===== src/rtl/pipe_controller.sv =====
// pipe_controller: decode and E/M/W control pipeline for the 5-stage ARM-subset core.
// The D-stage decode is purely combinational. The E, M and W control registers
// and the retired-instruction counter all clear asynchronously while RESET is low.
module pipe_controller #(
    parameter int CNT_W = 32
) (
    input  logic             CLK,
    input  logic             RESET,
    input  logic [31:0]      INSTR,
    input  logic             FlagZ,
    input  logic             FlushE,
    output logic [1:0]       RegSrcD,
    output logic [1:0]       ImmSrcD,
    output logic             Sel14,
    output logic             ALUSrcE,
    output logic [3:0]       ALUControlE,
    output logic             FlagWriteE,
    output logic             BranchE,
    output logic             BranchTakenE,
    output logic             MemtoRegE,
    output logic             RegWriteM,
    output logic             MemWriteM,
    output logic             PCSrcD,
    output logic             PCSrcE,
    output logic             PCSrcM,
    output logic             PCSrcW,
    output logic             RegWriteW,
    output logic             MemtoRegW,
    output logic [CNT_W-1:0] RetiredW
);

    localparam logic [3:0] CMD_ADD = 4'b0100;
    localparam logic [3:0] CMD_SUB = 4'b0010;
    localparam logic [3:0] CMD_MOV = 4'b1101;
    localparam logic [3:0] CMD_CMP = 4'b1010;

    // Decode outputs in D
    logic [1:0] op;
    logic       is_bx;
    logic       reg_write_d, mem_write_d, mem_to_reg_d, alu_src_d;
    logic       flag_write_d, branch_d, pcs_d, dp_d;
    logic [3:0] alu_ctrl_d;
    logic       unused_low_bits;

    // D->E registers
    logic       reg_write_e_q, mem_write_e_q, mem_to_reg_e_q, alu_src_e_q;
    logic       flag_write_e_q, branch_e_q, pcs_e_q, dp_e_q;
    logic [3:0] alu_ctrl_e_q, cond_e_q;

    // E->M and M->W registers
    logic       reg_write_m_q, mem_write_m_q, mem_to_reg_m_q, pcs_m_q, valid_m_q;
    logic       reg_write_w_q, mem_to_reg_w_q, pcs_w_q, valid_w_q;

    logic [CNT_W-1:0] retired_q, retired_d;
    logic             cond_ex_e, valid_e;

    assign op              = INSTR[27:26];
    assign is_bx           = (INSTR[27:4] == 24'h12FFF1);
    // The Rm field of BX is consumed by the datapath, not by control.
    assign unused_low_bits = ^INSTR[3:0];

    // Combinational decode of the D-stage instruction into control bits.
    always_comb begin
        reg_write_d  = 1'b0;
        mem_write_d  = 1'b0;
        mem_to_reg_d = 1'b0;
        alu_src_d    = 1'b0;
        flag_write_d = 1'b0;
        branch_d     = 1'b0;
        pcs_d        = 1'b0;
        dp_d         = 1'b0;
        alu_ctrl_d   = 4'b0000;
        RegSrcD      = 2'b00;
        ImmSrcD      = 2'b00;
        Sel14        = 1'b0;
        if (is_bx) begin
            // BX moves Rm into R15 through the ALU as a MOV.
            alu_ctrl_d = CMD_MOV;
            pcs_d      = 1'b1;
        end else begin
            case (op)
                2'b00: begin
                    dp_d         = 1'b1;
                    alu_ctrl_d   = INSTR[24:21];
                    alu_src_d    = INSTR[25];
                    reg_write_d  = (INSTR[24:21] != CMD_CMP);
                    flag_write_d = INSTR[20] | (INSTR[24:21] == CMD_CMP);
                end
                2'b01: begin
                    alu_ctrl_d = INSTR[23] ? CMD_ADD : CMD_SUB;
                    alu_src_d  = 1'b1;
                    ImmSrcD    = 2'b01;
                    if (INSTR[20]) begin
                        reg_write_d  = 1'b1;
                        mem_to_reg_d = 1'b1;
                    end else begin
                        mem_write_d = 1'b1;
                        RegSrcD     = 2'b10;
                    end
                end
                2'b10: begin
                    branch_d    = 1'b1;
                    alu_ctrl_d  = CMD_ADD;
                    alu_src_d   = 1'b1;
                    ImmSrcD     = 2'b10;
                    RegSrcD     = 2'b01;
                    Sel14       = INSTR[24];
                    reg_write_d = INSTR[24];
                end
                default: ;
            endcase
        end
    end

    assign PCSrcD = pcs_d;

    // D->E register; a flush inserts an all-zero bubble.
    always_ff @(posedge CLK or negedge RESET) begin
        if (!RESET) begin
            reg_write_e_q  <= 1'b0;
            mem_write_e_q  <= 1'b0;
            mem_to_reg_e_q <= 1'b0;
            alu_src_e_q    <= 1'b0;
            flag_write_e_q <= 1'b0;
            branch_e_q     <= 1'b0;
            pcs_e_q        <= 1'b0;
            dp_e_q         <= 1'b0;
            alu_ctrl_e_q   <= 4'b0000;
            cond_e_q       <= 4'b0000;
        end else if (FlushE) begin
            reg_write_e_q  <= 1'b0;
            mem_write_e_q  <= 1'b0;
            mem_to_reg_e_q <= 1'b0;
            alu_src_e_q    <= 1'b0;
            flag_write_e_q <= 1'b0;
            branch_e_q     <= 1'b0;
            pcs_e_q        <= 1'b0;
            dp_e_q         <= 1'b0;
            alu_ctrl_e_q   <= 4'b0000;
            cond_e_q       <= 4'b0000;
        end else begin
            reg_write_e_q  <= reg_write_d;
            mem_write_e_q  <= mem_write_d;
            mem_to_reg_e_q <= mem_to_reg_d;
            alu_src_e_q    <= alu_src_d;
            flag_write_e_q <= flag_write_d;
            branch_e_q     <= branch_d;
            pcs_e_q        <= pcs_d;
            dp_e_q         <= dp_d;
            alu_ctrl_e_q   <= alu_ctrl_d;
            cond_e_q       <= INSTR[31:28];
        end
    end

    // E-stage condition check against the live Z flag; only EQ, NE and AL ever execute.
    always_comb begin
        cond_ex_e = 1'b0;
        case (cond_e_q)
            4'b0000: cond_ex_e = FlagZ;
            4'b0001: cond_ex_e = ~FlagZ;
            4'b1110: cond_ex_e = 1'b1;
            default: cond_ex_e = 1'b0;
        endcase
    end

    assign valid_e = cond_ex_e & (reg_write_e_q | mem_write_e_q | pcs_e_q |
                                  branch_e_q | flag_write_e_q | dp_e_q);

    assign ALUSrcE      = alu_src_e_q;
    assign ALUControlE  = alu_ctrl_e_q;
    assign FlagWriteE   = flag_write_e_q & cond_ex_e;
    assign BranchE      = branch_e_q;
    assign BranchTakenE = branch_e_q & cond_ex_e;
    assign MemtoRegE    = mem_to_reg_e_q;
    assign PCSrcE       = pcs_e_q;

    // E->M register; write enables are condition-gated on the way in.
    always_ff @(posedge CLK or negedge RESET) begin
        if (!RESET) begin
            reg_write_m_q  <= 1'b0;
            mem_write_m_q  <= 1'b0;
            mem_to_reg_m_q <= 1'b0;
            pcs_m_q        <= 1'b0;
            valid_m_q      <= 1'b0;
        end else begin
            reg_write_m_q  <= reg_write_e_q & cond_ex_e;
            mem_write_m_q  <= mem_write_e_q & cond_ex_e;
            mem_to_reg_m_q <= mem_to_reg_e_q;
            pcs_m_q        <= pcs_e_q & cond_ex_e;
            valid_m_q      <= valid_e;
        end
    end

    assign RegWriteM = reg_write_m_q;
    assign MemWriteM = mem_write_m_q;
    assign PCSrcM    = pcs_m_q;

    // M->W register.
    always_ff @(posedge CLK or negedge RESET) begin
        if (!RESET) begin
            reg_write_w_q  <= 1'b0;
            mem_to_reg_w_q <= 1'b0;
            pcs_w_q        <= 1'b0;
            valid_w_q      <= 1'b0;
        end else begin
            reg_write_w_q  <= reg_write_m_q;
            mem_to_reg_w_q <= mem_to_reg_m_q;
            pcs_w_q        <= pcs_m_q;
            valid_w_q      <= valid_m_q;
        end
    end

    assign RegWriteW = reg_write_w_q;
    assign MemtoRegW = mem_to_reg_w_q;
    assign PCSrcW    = pcs_w_q;

    assign retired_d = retired_q + CNT_W'(valid_w_q);

    // Retired-instruction counter, wrapping naturally at 2^CNT_W.
    always_ff @(posedge CLK or negedge RESET) begin
        if (!RESET) begin
            retired_q <= '0;
        end else begin
            retired_q <= retired_d;
        end
    end

    assign RetiredW = retired_q;

endmodule


===== config.mk =====
export PLATFORM = sky130hd
export DESIGN_NAME = pipe_controller
export DESIGN_NICKNAME = d
export VERILOG_FILES = /design/src/rtl/pipe_controller.sv
export SDC_FILE = /design/constraint.sdc
export NUM_CORES = 1
export LEC_CHECK = 0
export CORE_MARGIN = 10
export CORE_UTILIZATION = 47
export DETAILED_ROUTE_END_ITERATION = 10
export PLACE_DENSITY = 0.84
export SLEW_MARGIN = 30
export SYNTH_ARGS = -nofsm -noshare
export SYNTH_HDL_FRONTEND = slang
export SYNTH_SLANG_ARGS = --single-unit

===== constraint.sdc =====
create_clock -name CLK -period 3.23 [get_ports CLK]
set_input_delay 0.646 -clock CLK [delete_from_list [all_inputs] [get_ports CLK]]
set_output_delay 0.646 -clock CLK [all_outputs]
set_load 0.02 [all_outputs]

==> results of run 1 <==
==> area by class of cell <==
| cell class | instances | share of cell area, % |
|---|---|---|
| Sequential cell | 57 | 39.5 |
| Multi-Input combinational cell | 138 | 26.8 |
| Timing Repair Buffer | 98 | 25.7 |
| Clock buffer | 13 | 4.40 |
| Tap cell | 70 | 2.42 |
| Inverter | 8 | 0.831 |
| Clock inverter | 3 | 0.415 |
==> worst reg2reg max path: cells and delay by family, from the launching register on <==
family	cells	cell delay, ns
and+or+nand+nor	3	1.09
DFF	1	0.34
adders and majority gates	1	0.19
xor gates and xnor gates	1	0.17
==> cell families after synthesis <==
logic type      count (synthesis)
fa+ha+maj                       8
compound gates                  7
buf+inv                        11
flops                          57
xor+xnor                       31
simple gates                   92
==> power by group through the flow <==
stage	logic, mW	registers, mW	clock network [mW]
global route	0.248	0.789	0.623
CTS	0.235	0.784	0.590
global placement	0.231	0.795	0
floorplan	0.0498	0.832	0
finish	0.229	0.784	0.566
detailed placement	0.235	0.796	0
==> metrics by stage <==
stage                     util (%)  total power [mW]  cells
after floorplan                  -             0.882    206
after global placement        68.1              1.03    371
after detailed placement      68.1              1.03    371
after CTS                     71.5              1.61    387
after global routing          71.2              1.66    387
final                         71.2              1.58    387
==> synth_stat cells <==
cell type / number
or2_2: 1
dfrtp_1: 57
nand4_1: 10
and3b_1: 1
and2b_1: 1
ha_1: 8
nand3_1: 13
and4_1: 2
nor4bb_1: 1
nor2b_1: 10
and3_1: 2
nor2_1: 16
nor3_1: 5
nor4_4: 2
a41oi_1: 1
nand2_1: 14
a22oi_1: 1
a21oi_1: 3
or4_1: 1
nand4b_1: 1
buf_4: 2
clkbuf_1: 1
nand4_2: 2
and2_1: 1
nor4_2: 1
xor2_1: 9
nand2b_1: 1
inv_1: 8
nor4_1: 5
nor4b_1: 2
o21ba_2: 1
xnor2_1: 22
o211ai_1: 1
==> layer usage <==
metal  global-route usage, %  wire, um  part of all wire, %
met1                    13.2      2050                   36
met2                    21.9      2580                   46
met3                    10.7       857                   15
met4                    7.20       148                  2.6
met5                       0         0                    0
==> worst min path at each step <==
stage                         startpoint            to
after floorplan           mem_to_reg_m_q     MemtoRegW
after global placement    mem_to_reg_m_q     MemtoRegW
after detailed placement  mem_to_reg_m_q     MemtoRegW
after CTS                          RESET  RetiredW[18]
after global routing               RESET  RetiredW[19]
final                              RESET  RetiredW[18]
==> repair_timing <==
| item | in CTS | in global routing |
|---|---|---|
| hold buffers | 0 | 0 |
| setup endpoints to repair | 3 | 3 |
| endpoints found under the hold margin | 0 | 0 |
| pin swaps | 0 | 0 |
| gates resized for setup | 6 | 4 |
==> reports/qor.txt, run 1 <==
Reg2Reg Setup Slack - 1.32 ns
Die Y - 92.1 um
cell area after synthesis - 2440 um2
Synth warnings - 0
Slew HR - 53.8%
Fill cells - 367
Die X - 92.1 um
I/O Buffers - 85
reg2reg path depth - 5
LEAKAGE - 1.64 nW
Sw Ratio - 24.6%
largest family of logic cells by synthesized area - simple AND/OR/NAND/NOR gates
Post-DP HPWL - 4.47 mm
CTS tree - done
flops & latches, synth - 57
Hold Violations, Final - 0
first-pass GRT wire length - 9.54 mm
max reg flops - 32
Row Count - 26
cell count after synthesis - 206
largest net degree at the start of global routing - 31
WP buf/inv - 5
full die area - 8480 um2
Post-CTS Repair Setup Buffers - 0
commonest non-fill, non-tap cell in the layout - clkdlybuf4s50_1
critical path's top delay family - buffers and inverters
IO Pins - 90
internal power - 1.19 mW
RSZ-0062 raised after global routing - no
total congestion overflow - 0
cell area power density - 437 nW/um2
P&R area growth vs syn - 47.9%
initial antenna violation count - 0
vias - 1935
cts bufs inserted - 9
VDD IR max - 0.287 mV
Seq pwr share - 49.6%
Wirelength per Cell - 14.6 um
final setup fails - 0
reg2reg end - RetiredW[29]
Sink Count - 57
Antenna Nets Post-Route - 0
Max clock buf depth - 2
critical path fanouts, max - 4
Worst Path Required - 2.58 ns
antenna fix cells - 0
layout cells sized above 1 - 12.0%
Slew @ Worst Pin - 0.687 ns
compound-gate portion of the synthesized area - 2.00%
Max Fclk - 325 MHz
xor and xnor area share after synthesis - 11.1%
most frequent cells in the layout - clkdlybuf4s50_1, dfrtp_1, xnor2_1
synth top area cells - dfrtp_1, xnor2_1, ha_1
Syn Area/Cell - 11.9 um2
kind of critical path - input port to primary output
most frequent CP cell - inv_1
clock-pin slew on the worst setup and hold paths - 0.06 ns
design area - 3610 um2
Initial Utilization - 48.2%
crit path capture - RegSrcD[1]
clock root buffer master - clkbuf_8
CP Depth - 9
net switching power - 0.389 mW
Worst setup EP type - primary output
Synth Area in Adders - 4.10%
status - complete, no violations
Yosys cell types - 33
# DRC - 0
Setup TNS - 0 ns
WP data arrival - 2.43 ns
vias in the first global route - 2075
Worst Slack Setup Final - 0.152 ns
Seq. cell area - 1430 um2
area of the multi-input gates - 968 um2
clock latency at the later pin of the worst-skew pair - 0.33 ns
total track usage - 14.0%
Hold WC Path Type - input port to async pin
post-synth top area share - 58.4%
clock power share - 35.8%
crit-path max cell delay - 0.48 ns
detailed-route wire length - 5.64 mm
Max Cap Viol - 0
Placed Area - 3460 um2
syn_nets - 250
Synth area leader - dfrtp_1
multiplexer share of the synthesized area - 0%
CP max-delay cell - or4_1
H-tree Lvls - 3
via/cell ratio - 5.00
post-synthesis simple-gate area fraction - 22.4%
cell breakdown of the critical path - clkdlybuf4s50_1 > inv_1 > ha_1 > inv_1 > or4_1 > nor4_2 > buf_4 > nor3_1 > clkbuf_2
skew final - 0.00552 ns
reg2reg start - RetiredW[0]
GP Congestion - 0.816
DRT iter0 DRCs - 120
max-slew violations - 0
Core ar. - 5070 um2
critical path launch point type - input port
final net count - 356
DR pass1 iterations - 4
Tcrit/Tclk final - 95.3%
crit path launch - INSTR[27]
sequential share of the synthesized area - 58.4%
final worst path period need - 3.08 ns
DP Worst Slack - -0.265 ns
Logic pwr share - 14.5%
final hold slack - 0.316 ns
Note: power is estimated with default switching activity, not from simulation.
==> run 2, diff against run 1 <==
--- a/config.mk
+++ b/config.mk
@@ -6,9 +6,9 @@
 export NUM_CORES = 1
 export LEC_CHECK = 0
 export CORE_MARGIN = 10
-export CORE_UTILIZATION = 47
+export CORE_UTILIZATION = 40
 export DETAILED_ROUTE_END_ITERATION = 10
-export PLACE_DENSITY = 0.84
+export PLACE_DENSITY = 0.76
 export SLEW_MARGIN = 30
 export SYNTH_ARGS = -nofsm -noshare
 export SYNTH_HDL_FRONTEND = slang
==> constraint.sdc (replaced) <==
create_clock -name CLK -period 2.61 [get_ports CLK]
set_input_delay 0.261 -clock CLK [delete_from_list [all_inputs] [get_ports CLK]]
set_output_delay 0.261 -clock CLK [all_outputs]
set_load 0.02 [all_outputs]
==> run 2 against run 1 <==
Compared with the run above:
- sequential share of layout area shrank 0.23 points
- total power rose by 28%
- clock-buffer cell count grew 1
- via count decreased by 2.4%
- global-route usage fell by 2.0 points
- clock skew shrank 0.00087 ns
- core utilization decreased by 9.8 points
- critical endpoint unchanged
- largest power group unchanged
- highest routed layer unchanged
==> reports/qor.txt, run 2 (synthesized netlist as in run 1, its figures left out) <==
Finished Layout Cells - 390 (+0.78%)
Slew @ Worst Pin - 0.684 ns (-0.00299 ns)
DRT iter0 DRCs - 28 (-77%)
Post-CTS Repair Setup Buffers - 0 (unchanged)
Core ar. - 5920 um2 (+17%)
final worst path period need - 2.46 ns
final setup fails - 0 (unchanged)
met2 usage - 18.1% (-3.8 points)
Max clock buf depth - 2 (unchanged)
DP Worst Slack - -0.105 ns (+0.161 ns)
first-pass GRT wire length - 9.52 mm (-0.21%)
IO Pins - 90 (unchanged)
Post-DP HPWL - 4.46 mm (-0.19%)
clock-pin slew on the worst setup and hold paths - 0.06 ns (about the same)
critical path fanouts, max - 4 (unchanged)
max reg flops - 32 (unchanged)
Max Cap Viol - 0 (unchanged)
crit path launch - INSTR[27]
Die Y - 98.2 um (+6.6%)
Sink Count - 57 (unchanged)
largest net degree at the start of global routing - 58 (+87%)
most frequent cells in the layout - clkdlybuf4s50_1, dfrtp_1, xnor2_1
busiest grt layer - met2
met3 Use GR - 7.47% (-3.2 points)
total track usage - 12.1% (-2.0 points)
VDD IR max - 0.367 mV (+28%)
cell area power density - 558 nW/um2 (+28%)
total congestion overflow - 0 (unchanged)
antenna fix cells - 0 (unchanged)
Worst Slack Setup Final - 0.151 ns (-0.00109 ns)
Max Fclk - 407 MHz
WP data arrival - 2.20 ns (-0.23 ns)
detailed-route wire length - 5.86 mm (+3.7%)
status - complete, no violations
GP Congestion - 0.829 (+1.7%)
reg2reg start - RetiredW[0]
# DRC - 0 (unchanged)
Final Power - 2.03 mW (+28%)
H-tree Lvls - 3 (unchanged)
via/cell ratio - 4.84 (-3.1%)
met1 GRT Util - 13.0% (-0.18 points)
design area - 3640 um2 (+0.59%)
Die X - 98.2 um (+6.6%)
cts bufs inserted - 9 (unchanged)
Placed Area - 3450 um2 (-0.25%)
DR pass1 iterations - 4 (unchanged)
LEAKAGE - 1.65 nW (+0.58%)
max-slew violations - 0 (unchanged)
layout cells sized above 1 - 10.8% (-1.2 points)
Worst setup EP type - primary output
Row Count - 28 (+7.7%)
Worst Path Required - 2.35 ns (-0.23 ns)
Slew HR - 54.0% (+0.20 points)
clock root buffer master - clkbuf_8
vias - 1889 (-2.4%)
full die area - 9640 um2 (+14%)
I/O Buffers - 85 (unchanged)
CTS tree - done
final net count - 354 (-0.56%)
commonest non-fill, non-tap cell in the layout - clkdlybuf4s50_1
vias in the first global route - 1994 (-3.9%)
Hold Violations, Final - 0 (unchanged)
Initial Utilization - 41.3% (-6.9 points)
clock latency at the later pin of the worst-skew pair - 0.32 ns (about the same)
P&R area growth vs syn - 48.8%
Wirelength per Cell - 15.0 um (+2.9%)
initial antenna violation count - 0 (unchanged)
Antenna Nets Post-Route - 0 (unchanged)
Hold WC Path Type - input port to async pin
Fill cells - 490 (+34%)
skew final - 0.00465 ns (-0.000869 ns)
RSZ-0062 raised after global routing - no
Tcrit/Tclk final - 94.2%
cell total after placement - 374 (+0.81%)
critical path launch point type - input port
kind of critical path - input port to primary output
-- run 2: what timing repair did --
| item | in CTS | in global routing |
|---|---|---|
| resized for setup | 3 | 0 |
| hold buffers | 0 | 0 |
| endpoints found under the setup margin | 3 | 0 |
-- run 2: final cells by class --
class | count | area (um2) | area share (%)
flip-flops and latches | 57 | 1430 | 39.2
multi-input cells | 138 | 968 | 26.6
repair buffers | 96 | 925 | 25.4
clock buffers | 14 | 183 | 5.02
well taps | 75 | 93.8 | 2.58
inverters | 8 | 30.0 | 0.826
clock inverters | 2 | 10.0 | 0.275
-- run 2: worst paths after layout --
path	to	depth (start not counted)	slack, ns
hold reg to reg	valid_w_q	0	0.35
hold / removal	RetiredW[14]	2	0.07
setup reg to reg	RetiredW[30]	6	0.68
setup / recovery	RegSrcD[1]	9	0.15
max in group asynchronous	RegWriteM	2	2.09
min in group CLK	valid_w_q	0	0.35
-- run 2: stage by stage --
stage	hold slack (ns)	TNS, ns	util, %
floorplan	-0.0346	0	-
global placement	0.333	-0.217	58.2
detailed placement	0.336	-0.258	58.2
CTS	0.0878	0	61.4
global route	0.126	0	61.4
finish	0.0654	0	61.4
-- run 2: metal layers --
| layer | vias up | part of all wire [%] |
|---|---|---|
| li1 | 919 | - |
| met1 | 882 | 41 |
| met2 | 82 | 44 |
| met3 | 6 | 13 |
| met4 | 0 | 1.2 |
| met5 | - | 0 |
-- run 2: power by group --
| group | total, mW | leakage (nW) | switching [mW] | internal (mW) |
|---|---|---|---|---|
| clock network | 0.769 | 0.102 | 0.324 | 0.445 |
| logic | 0.285 | 0.774 | 0.136 | 0.149 |
| registers | 0.974 | 0.778 | 0.0444 | 0.930 |
| total | 2.03 | 1.65 | 0.504 | 1.52 |
-- run 2: critical path: stages --
cell	delay (ns)
clkdlybuf4s50_1	0.42
inv_1	0.08
ha_1	0.16
inv_1	0.05
or4_1	0.48
nor4_2	0.22
buf_4	0.16
nor3_1	0.04
dlygate4sd2_1	0.31
